## config.mk

```make
export PLATFORM = sky130hd
export DESIGN_NAME = cntr_n
export DESIGN_NICKNAME = d
export VERILOG_FILES = /design/src/rtl/cntr_n.sv
export SDC_FILE = /design/constraint.sdc
export NUM_CORES = 1
export LEC_CHECK = 0
export ABC_AREA = 1
export CORE_ASPECT_RATIO = 0.9
export CORE_MARGIN = 1
export CORE_UTILIZATION = 40
export CTS_BUF_LIST = sky130_fd_sc_hd__clkbuf_8 sky130_fd_sc_hd__clkbuf_16
export DETAILED_ROUTE_END_ITERATION = 8
export PLACE_DENSITY = 0.63
export SLEW_MARGIN = 20
export SYNTH_ARGS = -nofsm -noshare
export SYNTH_HDL_FRONTEND = slang
export SYNTH_SLANG_ARGS = --single-unit
```

## constraint.sdc

```tcl
create_clock -name clk -period 2.9 [get_ports clk]
set_clock_uncertainty 0.15 [all_clocks]
set_input_delay 0.58 -clock clk [delete_from_list [all_inputs] [get_ports clk]]
set_output_delay 0.58 -clock clk [all_outputs]
set_load 0.01 [all_outputs]
```

## src/rtl/cntr_n.sv

```systemverilog
// Up/down counter with load, held-request double stepping,
// wrap or saturate arithmetic and registered boundary pulses.
module cntr_n #(
    parameter int WIDTH = 8,
    parameter int SAT   = 0
) (
    input  logic             clk,
    input  logic             reset,
    input  logic             load,
    input  logic             inc,
    input  logic             dec,
    input  logic [WIDTH-1:0] d_in,
    output logic [WIDTH-1:0] d_out,
    output logic [2:0]       o_state,
    output logic             ovf,
    output logic             unf
);

    typedef enum logic [2:0] {
        IDLE = 3'b000,
        LOAD = 3'b001,
        INC  = 3'b010,
        INC2 = 3'b011,
        DEC  = 3'b100,
        DEC2 = 3'b101,
        BAD6 = 3'b110,
        BAD7 = 3'b111
    } state_e;

    localparam logic [WIDTH-1:0] MAX = {WIDTH{1'b1}};

    state_e           state_q, state_d;
    logic [WIDTH-1:0] cnt_q, cnt_d;
    logic             ovf_q, ovf_d;
    logic             unf_q, unf_d;

    logic [WIDTH:0]   step;
    logic [WIDTH:0]   sum;
    logic [WIDTH:0]   diff;

    always_comb begin
        state_d = IDLE;
        if (state_q == BAD6 || state_q == BAD7) begin
            state_d = IDLE;
        end else if (load) begin
            state_d = LOAD;
        end else if (inc && !dec) begin
            state_d = (state_q == INC || state_q == INC2) ? INC2 : INC;
        end else if (dec && !inc) begin
            state_d = (state_q == DEC || state_q == DEC2) ? DEC2 : DEC;
        end else begin
            state_d = IDLE;
        end
    end

    // Extra top bit carries out of / borrows from the WIDTH-bit count.
    always_comb begin
        step = (state_d == INC2 || state_d == DEC2)
             ? (WIDTH+1)'(2) : (WIDTH+1)'(1);
        sum  = {1'b0, cnt_q} + step;
        diff = {1'b0, cnt_q} - step;
    end

    always_comb begin
        cnt_d = cnt_q;
        ovf_d = 1'b0;
        unf_d = 1'b0;
        case (state_d)
            LOAD: begin
                cnt_d = d_in;
            end
            INC, INC2: begin
                ovf_d = sum[WIDTH];
                if (sum[WIDTH] && SAT != 0) begin
                    cnt_d = MAX;
                end else begin
                    cnt_d = sum[WIDTH-1:0];
                end
            end
            DEC, DEC2: begin
                unf_d = diff[WIDTH];
                if (diff[WIDTH] && SAT != 0) begin
                    cnt_d = '0;
                end else begin
                    cnt_d = diff[WIDTH-1:0];
                end
            end
            default: begin
                cnt_d = cnt_q;
            end
        endcase
    end

    always_ff @(posedge clk or posedge reset) begin
        if (reset) begin
            state_q <= IDLE;
            cnt_q   <= '0;
            ovf_q   <= 1'b0;
            unf_q   <= 1'b0;
        end else begin
            state_q <= state_d;
            cnt_q   <= cnt_d;
            ovf_q   <= ovf_d;
            unf_q   <= unf_d;
        end
    end

    assign d_out   = cnt_q;
    assign o_state = state_q;
    assign ovf     = ovf_q;
    assign unf     = unf_q;

endmodule

```

==> summary.md <==
| Metric | Value |
|---|---|
| Status | finished, violations left |
| Violated checks | design-rule violations |
| Final #Nets | 224 |
| Nature of the critical path startpoint | input pin |
| Vias post-DR | 1208 |
| Area of the multi-input gates | 729 um2 |
| First drt pass iteration count | 6 |
| TNS Setup | 0 ns |
| Psw | 0.259 mW |
| Final Setup Violations | 0 |
| DR WL/cell | 13.4 um |
| Most used cell along the critical path | nor2_4 |
| Max incr delay on CP | 0.41 ns |
| CTS tree | done |
| Fmax | 361 MHz |
| Vias in the first global route | 1086 |
| CP delay by family, top | simple AND/OR/NAND/NOR gates |
| Post-synthesis sequential area ratio | 0.296 |
| Post-DRT Antenna Nets | 0 |
| Largest net degree at the start of global routing | 14 |
| Ys async rst share | 1.00 |
| Switch share | 0.379 |
| Initial antenna violation count | 0 |
| Hold/Removal Path Class | register to register |
| Final hold vios | 0 |
| Row count | 17 |
| Fin area | 1580 um2 |
| # fillers | 238 |
| Setup crit end kind | register |
| Peak supply drop | 0.000257 V |
| Synth Cell Area | 1100 um2 |
| CP Buf/Inv Count | 5 |
| CTS clk-pin slew, worst paths | 0.05 ns |
| # DRC | 10 |
| Area growth from synthesis to layout | 43.8% |
| Drt total wl | 3.10 mm |
| Largest cells by area after synthesis | dfrtp_1 (30%), nand2_1 (16%), nand3_1 (16%), inv_1 (7.2%), ha_1 (5.7%) |
| CTS Root Cell | clkbuf_8 |
| Fin crit share | 0.956 |
| Worst Hold Margin | 0.386 ns |
| Die height | 51.7 um |
| Sequential share of power | 0.343 |
| N_diodes | 0 |
| Initial core utilization | 0.434 |
| Via-to-Cell Ratio | 5.23 |
| Register area | 325 um2 |
| Yosys top cell area share | 0.296 |
| Core Util, Final | 0.623 |
| Max-cap violation count | 0 |
| Drt initial violations | 99 |
| First-pass GRT wire length | 4.82 mm |
| WP data arrival | 2.76 ns |
| Cell variety after synth | 24 |
| GPL Wtd Cong | 0.846 |
| Comb power frac | 0.415 |
| Most common library cells after synthesis | nand2_1 (48), nand3_1 (34), inv_1 (21), dfrtp_1 (13), nor2_1 (13) |
| Layout cells sized above 1 | 0.207 |
| Yosys reg bits | 13 |
| Clk pwr share | 0.242 |
| Die W | 57.2 um |
| Total CTS buffers | 3 |
| Slew @ Worst Pin | 0.550 ns |
| Ys flop type | dfrtp_1 |
| GR Overflow Total | 0 |
| Final Critical Period | 2.77 ns |
| GRT Total Usage | 0.223 |
| Crit path max-delay cell type | clkdlybuf4s50_1 |
| Slew Viols, Final | 0 |
| H-tree level count | 1 |
| Yosys warns | 0 |
| Total Die Area | 2960 um2 |
| Syn Area/Cell | 6.77 um2 |
| Worst Path Required | 2.88 ns |
| Total core area | 2530 um2 |
| Crit path max fanout | 5 |
| Slew HR | 0.633 |
| Yosys top cell by area | dfrtp_1 |
| Pre-CTS setup slack | -0.408 ns |
| Power density over cell area | 433 nW/um2 |
| I/O Buffers | 25 |
| Most instantiated library cell after synthesis | nand2_1 |
| Post-synthesis cell count | 162 |
| I/O pin total | 26 |
| Leakage power | 0.778 nW |
| Syn_nets | 182 |
| Clock latency on the worst-skew pair | 0.25 ns |
| # hold bufs at CTS | 0 |
| Final worst setup slack | 0.127 ns |
| DP HPWL | 2.17 mm |
| CTS max path bufs | 2 |
| EDFF count, synth | 0 |
| Placed standard-cell area | 1440 um2 |
| Kind of critical path | input pin to register |
| Pint | 0.425 mW |
| Crit-path cells | clkdlybuf4s50_1, inv_2, nand2_2, nor2_4, nor2_4, nor2_2, inv_2, buf_4, fa_2, inv_1, nand2_2, nor2_4, nand3_2, nand3_2, nand3_1, nand2_1, nand2_1 |
| Clock Sink Count | 13 |
what timing repair did:
item	CTS	global route
resized for setup	5	13
hold endpoints to repair	0	0
buffers inserted	0	3
pin swaps	1	1
endpoints found under the setup margin	4	8
final cells by class:
type,count,area share
multi-input cells,125,0.462
inverters,22,0.0523
repair buffers,39,0.228
flip-flops and latches,13,0.206
clock inverters,1,0.00238
clock buffers,3,0.0262
well taps,28,0.0222
flip-flops by register name, indices dropped and copies added, names as in the netlist:
register,cells
d_out,8
o_state,3
ovf,1
unf,1
cells in the final DEF, fill, tap and decap left out, types with 2 or more instances in the layout:
cell,netlist,routed
clkbuf_8,0,3
ha_1,5,3
nor2_1,13,11
dfrtp_1,13,13
o211ai_1,2,2
o21ai_2,3,3
fa_2,0,2
nand3_2,1,3
nand2_1,48,47
nor3_1,2,2
inv_2,1,3
nor2_4,2,5
inv_1,21,20
clkdlybuf4s50_1,0,23
nand3_1,34,32
dlymetal6s2s_1,0,2
ha_4,0,2
nand2_2,3,4
buf_4,0,14
cell families after synthesis:
logic type	count (synthesis)	synth area share
adder cells (fa/ha/maj)	7	0.0935
AND/OR/NAND/NOR	107	0.442
flip-flops	13	0.296
AO/OA/AOI/OAI	11	0.0718
buffers and inverters	24	0.0958
power groups by stage:
stage	Sequential (mW)	Clock, mW	Combinational (mW)
2_1_floorplan	0.238	0	0.149
3_3_place_gp	0.233	0	0.261
3_5_place_dp	0.234	0	0.266
4_1_cts	0.232	0.166	0.271
5_1_grt	0.238	0.175	0.316
6_report	0.234	0.166	0.284
path summary, 6_finish.rpt:
kind | slack [ns] | from | endpoint | cells after the start
worst max-delay path | 0.13 | load | d_out[6]$_DFFE_PP0P_ | 17
max in group asynchronous | 1.71 | reset | d_out[5]$_DFFE_PP0P_ | 2
worst min register to register | 0.39 | d_out[7]$_DFFE_PP0P_ | unf$_DFF_PP0_ | 1
min in group asynchronous | 0.52 | reset | o_state[0]$_DFF_PP0_ | 2
worst min-delay path | 0.39 | d_out[7]$_DFFE_PP0P_ | unf$_DFF_PP0_ | 1
worst max register to register | 0.39 | o_state[1]$_DFF_PP0_ | d_out[6]$_DFFE_PP0P_ | 16
routing by layer:
layer  part of all wire  vias up  routed length (um)  GRT usage
met3              0.068        5                 210     0.0299
met1               0.43      551                1320      0.272
met2               0.49       52                1520      0.390
met4              0.016        0                  49      0.110
met5                  0        -                   0          0
li1                   -      600                   -          -
metrics by stage:
step,power [mW],cells
finish,0.684,231
global route,0.729,231
CTS,0.669,228
floorplan,0.386,162
global placement,0.494,224
detailed placement,0.500,224
Note: power is estimated with default switching activity, not from simulation.
